$ cat config.mk
export PLATFORM = sky130hd
export DESIGN_NAME = joypad_target
export DESIGN_NICKNAME = d
export VERILOG_FILES = /design/src/rtl/joypad_bus_pkg.sv /design/src/rtl/bus_sync.sv /design/src/rtl/joypad_target.sv
export SDC_FILE = /design/constraint.sdc
export NUM_CORES = 1
export LEC_CHECK = 0
export CAP_MARGIN = 10
export CORE_ASPECT_RATIO = 1.1
export CORE_MARGIN = 5
export CORE_UTILIZATION = 40
export CTS_CLUSTER_SIZE = 30
export DETAILED_ROUTE_END_ITERATION = 8
export GPL_TIMING_DRIVEN = 1
export SLEW_MARGIN = 20
export SYNTH_ARGS = -nofsm -noshare
export SYNTH_HDL_FRONTEND = slang
export SYNTH_HIERARCHICAL = 1
export SYNTH_SLANG_ARGS = --single-unit
$ cat constraint.sdc
create_clock -name clk -period 3.26 [get_ports clk]
set_input_delay 0.652 -clock clk [delete_from_list [all_inputs] [get_ports clk]]
set_output_delay 0.652 -clock clk [all_outputs]
set_load 0.02 [all_outputs]
$ cat src/rtl/joypad_bus_pkg.sv
// Shared definitions for the joypad serial bus: FSM encoding, default address,
// pad geometry and counter widths. Used by both target and initiator sides.
package joypad_bus_pkg;

  typedef enum logic [2:0] {
    ST_IDLE,
    ST_ADDR,
    ST_ADDR_ACK,
    ST_TX,
    ST_TX_ACK,
    ST_IGNORE
  } state_t;

  localparam logic [6:0] DEFAULT_ADDR = 7'h52;
  localparam int         PAD_BYTES    = 4;
  localparam int         BIT_CNT_W    = 4;
  localparam int         BYTE_IDX_W   = $clog2(PAD_BYTES);

  localparam logic [BIT_CNT_W-1:0] BYTE_BITS = BIT_CNT_W'(8);

  // Byte n of a pad snapshot lives in bits [8n+7:8n].
  function automatic logic [7:0] pad_byte(input logic [8*PAD_BYTES-1:0] snap,
                                          input logic [BYTE_IDX_W-1:0]  idx);
    return snap[8*idx +: 8];
  endfunction

endpackage

$ cat src/rtl/bus_sync.sv
// Brings one asynchronous bus line into the clk domain and reports its
// synchronized level together with single-cycle rise/fall strobes.
module bus_sync #(
  parameter int STAGES = 2
) (
  input  logic clk,
  input  logic rst,
  input  logic d,
  output logic level,
  output logic rise,
  output logic fall
);

  logic [STAGES-1:0] sync;
  logic              hist;

  // NOTE: flops reset to 1 (the idle bus level) so no false edge is seen
  // when reset is released; reset is asynchronous so the bus is let go at once.
  always_ff @(posedge clk or posedge rst) begin
    if (rst) begin
      sync <= '1;
      hist <= 1'b1;
    end else begin
      sync <= {sync[STAGES-2:0], d};
      hist <= sync[STAGES-1];
    end
  end

  assign level = sync[STAGES-1];
  assign rise  = level & ~hist;
  assign fall  = ~level & hist;

endmodule

$ cat src/rtl/joypad_target.sv
// Read-only bus target returning a snapshot of four pad bytes, taken at the
// address ACK and sent byte 0 first, MSB first, index wrapping modulo 4.
module joypad_target
  import joypad_bus_pkg::*;
#(
  parameter logic [6:0] ADDR        = DEFAULT_ADDR,
  parameter int         SYNC_STAGES = 2
) (
  input  logic        clk,
  input  logic        rst,
  input  logic        scl_in,
  input  logic        sda_in,
  output logic        sda_out,
  input  logic [31:0] buttons,
  output logic        busy
);

  logic scl, scl_rise, scl_fall;
  logic sda, sda_rise, sda_fall;

  bus_sync #(.STAGES(SYNC_STAGES)) u_scl_sync (
    .clk   (clk),
    .rst   (rst),
    .d     (scl_in),
    .level (scl),
    .rise  (scl_rise),
    .fall  (scl_fall)
  );

  bus_sync #(.STAGES(SYNC_STAGES)) u_sda_sync (
    .clk   (clk),
    .rst   (rst),
    .d     (sda_in),
    .level (sda),
    .rise  (sda_rise),
    .fall  (sda_fall)
  );

  logic start_cond, stop_cond;
  assign start_cond = scl & sda_fall;
  assign stop_cond  = scl & sda_rise;

  state_t                   state, state_d;
  logic [BIT_CNT_W-1:0]     bit_cnt, bit_cnt_d;
  logic [7:0]               shift, shift_d;
  logic [7:0]               tx, tx_d;
  logic [8*PAD_BYTES-1:0]   snapshot, snapshot_d;
  logic [BYTE_IDX_W-1:0]    byte_idx, byte_idx_d;
  logic                     ack_seen, ack_seen_d;
  logic                     sda_q, sda_d;
  logic                     busy_q, busy_d;
  logic [7:0]               cur_byte;

  assign cur_byte = pad_byte(snapshot, byte_idx);

  // NOTE: every next-state variable gets its hold value first, so no path
  // through the case below can leave one unassigned and infer a latch.
  always_comb begin
    state_d    = state;
    bit_cnt_d  = bit_cnt;
    shift_d    = shift;
    tx_d       = tx;
    snapshot_d = snapshot;
    byte_idx_d = byte_idx;
    ack_seen_d = ack_seen;
    sda_d      = sda_q;
    busy_d     = busy_q;

    // Bus conditions outrank any data sampling in the same cycle.
    if (stop_cond) begin
      state_d = ST_IDLE;
      sda_d   = 1'b1;
      busy_d  = 1'b0;
    end else if (start_cond) begin
      state_d   = ST_ADDR;
      bit_cnt_d = '0;
      sda_d     = 1'b1;
      busy_d    = 1'b0;
    end else begin
      unique case (state)
        ST_ADDR: begin
          if (scl_rise && bit_cnt < BYTE_BITS) begin
            shift_d   = {shift[6:0], sda};
            bit_cnt_d = bit_cnt + 1'b1;
          end else if (scl_fall && bit_cnt == BYTE_BITS) begin
            if (shift[7:1] == ADDR && shift[0]) begin
              sda_d      = 1'b0;
              busy_d     = 1'b1;
              snapshot_d = buttons;
              byte_idx_d = '0;
              state_d    = ST_ADDR_ACK;
            end else begin
              state_d = ST_IGNORE;
            end
          end
        end
        ST_ADDR_ACK, ST_TX_ACK: begin
          if (state == ST_TX_ACK && scl_rise) begin
            if (!sda) begin
              ack_seen_d = 1'b1;
              byte_idx_d = byte_idx + 1'b1;
            end else begin
              busy_d  = 1'b0;
              state_d = ST_IGNORE;
            end
          end else if (scl_fall && (state == ST_ADDR_ACK || ack_seen)) begin
            sda_d     = cur_byte[7];
            tx_d      = {cur_byte[6:0], 1'b1};
            bit_cnt_d = BIT_CNT_W'(1);
            state_d   = ST_TX;
          end
        end
        ST_TX: begin
          if (scl_fall) begin
            if (bit_cnt == BYTE_BITS) begin
              sda_d      = 1'b1;
              ack_seen_d = 1'b0;
              state_d    = ST_TX_ACK;
            end else begin
              sda_d     = tx[7];
              tx_d      = {tx[6:0], 1'b1};
              bit_cnt_d = bit_cnt + 1'b1;
            end
          end
        end
        default: ;
      endcase
    end
  end

  always_ff @(posedge clk or posedge rst) begin
    if (rst) begin
      state    <= ST_IDLE;
      bit_cnt  <= '0;
      shift    <= '0;
      tx       <= '1;
      snapshot <= '0;
      byte_idx <= '0;
      ack_seen <= 1'b0;
      sda_q    <= 1'b1;
      busy_q   <= 1'b0;
    end else begin
      state    <= state_d;
      bit_cnt  <= bit_cnt_d;
      shift    <= shift_d;
      tx       <= tx_d;
      snapshot <= snapshot_d;
      byte_idx <= byte_idx_d;
      ack_seen <= ack_seen_d;
      sda_q    <= sda_d;
      busy_q   <= busy_d;
    end
  end

  assign sda_out = sda_q;
  assign busy    = busy_q;

endmodule
# After elaboration in Yosys (flattened, before gate mapping)
# Cells that the tools add are included.
[classes]
n_addsub = 2
magnitude_cmp = 1
eq_ne = 32
shifts = 1
mux = 52
bitwise = 13
reduce_logical = 21
[op_table]
columns = ["op", "n"]
rows = [
  ["7-bit AND reduction", 5],
  ["8-bit 2-to-1 mux", 4],
  ["4-bit != test (second input constant)", 8],
  ["32-bit by 6-bit variable part select with 8-bit output", 1],
  ["3-bit 2-to-1 mux", 10],
  ["4-bit 2-to-1 mux", 6],
  ["1-bit 2-to-1 mux", 20],
  ["2-bit != test (second input constant)", 10],
  ["8-bit case mux with 2 select lines", 1],
  ["3-bit != test (second input constant)", 5],
  ["4-bit case mux with 3 select lines", 1],
  ["6-bit AND reduction", 2],
  ["2-bit 2-to-1 mux", 5],
  ["3-bit case mux with 3 select lines", 1],
  ["8-bit AND reduction", 1],
  ["4-bit nonzero test", 2],
  ["7-bit equality test (second input constant)", 1],
  ["1-bit NOT", 7],
  ["1-bit bitwise AND", 6],
  ["3-bit by 2-bit equality test with 1-bit output (second input constant)", 2],
  ["1-bit logical AND", 5],
  ["5-bit by 4-bit != test with 1-bit output (second input constant)", 1],
  ["5-bit != test (second input constant)", 1],
  ["5-bit nonzero test", 1],
  ["other kinds (14)", 16],
]
[totals]
regBits = 66
in_bits = 36
output_inout_bits = 2
wordCells = 135

# Longest topological paths before layout
[depth]
depth_word = 8
depth_mapped = 8

# Hierarchy
# The synthesis kept the hierarchy.
[modules_own_cells]
columns = ["module", "instances", "cells_each", "area_per_inst_um2"]
rows = [
  ["joypad_target", 1, 238, 2997.9],
  ["bus_sync", 2, 6, 97.6],
]

# Worst setup path before layout
# OpenSTA, ideal clock, no wires.
[synth_timing]
path_kind = "register to register"
start = "register u_sda_sync.sync[1]"
end = "register snapshot[10]"
setup_ps = 128
t_arrival_ps = 1962
t_required_ps = 3132
path_slack_ps = 1170
path_stages_with_launch = 7
synth_period_minus_slack_ps = 2090
cell_sequence = "dfstp_2 -> nor2b_1 -> o21a_1 -> and4bb_1 -> buf_2 -> buf_4 -> mux2_1"
[synth_between]
elab_cells_between_ends = 8
cone_classes = "bitwise (7); reduce/logical (1)"
[synth_rtl]
columns = ["element", "line_no", "rtl"]
rows = [
  ["start, declared", "bus_sync.sv:14", "logic [STAGES-1:0] sync;"],
  ["start signal, assigned", "bus_sync.sv:24", "sync <= {sync[STAGES-2:0], d};"],
  ["1-bit bitwise AND", "bus_sync.sv:30", "assign rise = level & ~hist;"],
  ["net sda_rise", "joypad_target.sv:19", "logic sda, sda_rise, sda_fall;"],
  ["1-bit bitwise AND", "joypad_target.sv:41", "assign stop_cond = scl & sda_rise;"],
  ["1-bit NOT (no line)", "--", ""],
  ["6-bit AND reduction (no line)", "--", ""],
  ["end signal, assigned", "joypad_target.sv:147", "snapshot <= snapshot_d;"],
  ["end, declared", "joypad_target.sv:47", "logic [8*PAD_BYTES-1:0] snapshot, snapshot_d;"],
]
# The timed path passes the listed nets, and every way through them passes these cells.
# A chain may end at the register's enable or synchronous reset.

# Worst setup path after layout
[layout_timing]
start = "register u_sda_sync.sync[1]"
end = "register tx[6]"
[layout_between]
elab_chain_len = 5
elab_cells_between_ends = 8
cone_classes = "bitwise (7); reduce/logical (1)"
[layout_rtl]
columns = ["element", "line_no", "rtl"]
rows = [
  ["1-bit NOT", "bus_sync.sv:31", "assign fall = ~level & hist;"],
  ["1-bit bitwise AND", "bus_sync.sv:31", ""],
  ["net sda_fall", "joypad_target.sv:19", ""],
  ["1-bit bitwise AND", "joypad_target.sv:40", "assign start_cond = scl & sda_fall;"],
  ["1-bit NOT (no line)", "--", ""],
  ["7-bit AND reduction (no line)", "--", ""],
  ["end signal, assigned", "joypad_target.sv:146", "tx <= tx_d;"],
  ["end, declared", "joypad_target.sv:46", "logic [7:0] tx, tx_d;"],
]
# The timed path passes the listed nets, and every way through them passes these cells.

==> metrics.log <==
[metrics] pwr dens: 626 mW/mm^2
[metrics] run status: finished, final reports clean
[metrics] row count: 34
[metrics] required time of the critical path: 3530 ps
[metrics] fraction of layout instances using a drive strength above 1: 22.3%
[metrics] mean routed wirelength per cell: 15.6 um
[metrics] Tightest Pin Transition: 760 ps
[metrics] Maximum Capacitance Violations: 0
[metrics] achievable frequency: 412 MHz
[metrics] total chip power: 0.00243 W
[metrics] instance count of the mapped netlist: 250
[metrics] WL final: 6.31 mm
[metrics] number of buffers added on ports: 37
[metrics] slack of the worst reg-to-reg path: 830 ps
[metrics] antenna violations before repair: 0
[metrics] post-place setup slack: 856 ps
[metrics] worst setup path category: reg2reg
[metrics] utilization after layout: 49.3%
[metrics] Post-Syn Nets: 288
[metrics] Setup Total Neg Slack: 0 ps
[metrics] Synth cell types: 55
[metrics] largest driver fanout on the critical path: 14
[metrics] cells on worst reg2reg path: 6
[metrics] max layer used: met4
[metrics] fraction of registers with async set/reset: 100%
[metrics] Final Net Count: 329
[metrics] Post-CTS Resized: 0
[metrics] Routed met2 length: 3.11 mm
[metrics] Hold-fix buffers, CTS: 0
[metrics] startpoint types: register
[metrics] first-pass GRT wire length: 10.8 mm
[metrics] data arrival time at the worst-slack endpoint: 2690 ps
[metrics] Worst Setup End Kind: register
[metrics] number of clock sinks: 65
[metrics] Yosys Warn Count: 6
[metrics] share of synthesized area occupied by flip-flops and latches: between 50% and 60%
[metrics] Peak VDD IR: 336 uV
[metrics] number of storage elements in the synthesis netlist: 65
[metrics] DP Wirelength: 4.58 mm
[metrics] number of global-route vias before repair: 2,235
[metrics] die height: just over 100 um
[metrics] average vias per placed instance: 5.24
[metrics] leakage power total: 1.75 nW
[metrics] wl on met1: between 2 and 3 mm
[metrics] Antenna Diode Count: 0
[metrics] clock buffer count from CTS: 9
[metrics] DRC viols: 0
[metrics] antenna viol nets, final: 0
[metrics] final global-route overflow total: 0
[metrics] I/O Pins: 38
[metrics] setup slack of the critical path after layout: 832 ps
[metrics] Netlist Area Pre-Place: 0.00319 sq mm
[metrics] RD Place Congestion: 0.856
[metrics] post-CTS setup buffer count: 0
[metrics] EDFF count, synth: 0
[metrics] library cell with the largest summed area after synthesis: sky130_fd_sc_hd__dfrtp_1
[metrics] Period Utilization, post-route: 74.5%
[metrics] metal3 WL: 217 um
[metrics] clock tree from TritonCTS: done
[metrics] maximum number of pins on one net before global-route repair: 28
[metrics] final max-slew violation count: 0
[metrics] class of the tightest hold or removal check: reg2reg
[metrics] area share of the leading cell type in the synthesized netlist: 40.0%
[metrics] commonest cells after routing, fill and taps aside: sky130_fd_sc_hd__dfrtp_1 (51), sky130_fd_sc_hd__clkdlybuf4s50_1 (37), sky130_fd_sc_hd__mux2_1 (30)
[metrics] DR pass1 iterations: 4
[metrics] hold-critical path depth: 0
[metrics] relative slew slack: 49.1%
[metrics] largest clock skew in the final design: 11.8 ps
[metrics] Vias: between 2,000 and 2,500
[metrics] leading cell type in the layout, fill and taps excluded: sky130_fd_sc_hd__dfrtp_1
[metrics] Avg Synthesized Cell Area: about 13 sq um
[metrics] final design instance area without fill: a little under 0.004 sq mm
[metrics] placeable core region: about 0.0079 sq mm
[metrics] dominant register cell in the synthesized netlist: sky130_fd_sc_hd__dfrtp_1
[metrics] die area: approximately 0.01 sq mm
[metrics] total placed instance area: 0.00366 sq mm
[metrics] Min Clock Period, post-route: 2430 ps
[metrics] H-tree levels: 3
[metrics] setup repair after global routing missed its margin: no
[metrics] layout-stage area growth over the synthesis result: 21.6%
[metrics] final setup violation count: 0
[metrics] number of buffers between clock root and the deepest sink: 2
[metrics] number of DRC violations after detailed-routing iteration 0: 80
[metrics] total routing resource utilization after global routing: 14.0%
[metrics] clock-pin transition on the worst setup and hold timing paths: 80 ps
[metrics] Initial Utilization: between 40 and 50%
[metrics] clk_lat worst skew: about 340 ps
[metrics] overall die width: 95.2 um
[metrics] largest cells by area after synthesis: sky130_fd_sc_hd__dfrtp_1 (40%), sky130_fd_sc_hd__dfstp_2 (12%), sky130_fd_sc_hd__mux2_1 (11%)
[metrics] master cell of the clock root buffer: sky130_fd_sc_hd__clkbuf_8
[metrics] Final Hold Violating Endpoints: 0
where the power goes:
group          total (W)  internal, W  switching [W]
registers        0.00112     0.000971       0.000146
logic           0.000559     0.000293       0.000267
clock network   0.000754     0.000430       0.000324
total            0.00243      0.00169       0.000737
cells in the mapped netlist (2+ instances only):
cell                       number
sky130_fd_sc_hd__a21oi_1       13
sky130_fd_sc_hd__inv_1          7
sky130_fd_sc_hd__dfrtp_1       51
sky130_fd_sc_hd__mux2i_1        7
sky130_fd_sc_hd__o21ai_1        4
sky130_fd_sc_hd__nor2_1        15
sky130_fd_sc_hd__nand2b_1       4
sky130_fd_sc_hd__buf_2          4
sky130_fd_sc_hd__nor3b_2        2
sky130_fd_sc_hd__o22ai_1        2
sky130_fd_sc_hd__a31oi_1        2
sky130_fd_sc_hd__mux2_2        14
sky130_fd_sc_hd__mux2_1        30
sky130_fd_sc_hd__dfstp_2       14
sky130_fd_sc_hd__and2b_2        2
sky130_fd_sc_hd__nor3_1         2
sky130_fd_sc_hd__or3_1          2
sky130_fd_sc_hd__ha_1           2
sky130_fd_sc_hd__mux4_2         8
sky130_fd_sc_hd__buf_4          3
sky130_fd_sc_hd__nand3_1        5
sky130_fd_sc_hd__o21ai_0        3
sky130_fd_sc_hd__a21o_1         2
sky130_fd_sc_hd__nor4bb_1       2
sky130_fd_sc_hd__o221ai_1       2
sky130_fd_sc_hd__nand3b_1       2
sky130_fd_sc_hd__nand2_1       11
sky130_fd_sc_hd__nor2b_1        6
sky130_fd_sc_hd__clkbuf_1       3
state kept, by name, summed over array words and instances (netlist names), 2 cells and up:
name,cells
tx,7
bit_cnt,4
state,3
u_scl_sync/sync,2
u_sda_sync/sync,2
byte_idx,2
shift,8
snapshot,32
final cells by class:
cell class	count	area (sq um)
flip-flops and latches	65	1640
fillers	702	3990
inverters	7	26.3
repair buffers	41	400
clock buffers	9	124
multi-input cells	167	1460
clock inverters	7	95.1
well taps	108	135
final timing paths:
check | startpoint | to
setup / recovery | u_sda_sync/sync[1] | tx[6]
hold / removal | u_sda_sync/sync[0] | u_sda_sync/sync[1]
setup reg to reg | u_sda_sync/sync[1] | tx[6]
hold reg to reg | u_sda_sync/sync[0] | u_sda_sync/sync[1]
max in group asynchronous | rst | tx[3]
min in group asynchronous | rst | u_scl_sync/sync[1]
metrics by stage:
| stage | hold slack, ps | instances |
|---|---|---|
| 2_1_floorplan | 345 | 250 |
| 3_3_place_gp | 346 | 388 |
| 3_5_place_dp | 349 | 388 |
| 4_1_cts | 344 | 404 |
| 5_1_grt | 346 | 404 |
| 6_report | 344 | 404 |
metal layers:
metal	up-vias	global-route usage [%]
met1	1067	18.8
met2	39	21.1
met5	-	0
met3	8	2.68
met4	0	7.42
li1	1004	-
critical path, cell delays in order (launching register included):
cell	delay [ps]
sky130_fd_sc_hd__dfstp_2	610
sky130_fd_sc_hd__and2b_2	260
sky130_fd_sc_hd__o21ai_1	410
sky130_fd_sc_hd__nand2_1	160
sky130_fd_sc_hd__nor3b_2	670
sky130_fd_sc_hd__nor2_1	90
sky130_fd_sc_hd__a21oi_1	140
logic make-up (layout without fill, tap and decap cells):
group | count (synthesis) | count (layout) | synth area share [%]
AO/OA/AOI/OAI | 44 | 44 | 10.1
buffers and inverters | 18 | 64 | 2.86
flip-flops | 65 | 65 | 51.5
adder cells (fa/ha/maj) | 2 | 2 | 0.784
AND/OR/NAND/NOR | 61 | 61 | 11.1
XOR/XNOR | 1 | 1 | 0.274
multiplexers | 59 | 59 | 23.4
Note: power is estimated with default switching activity, not from simulation.
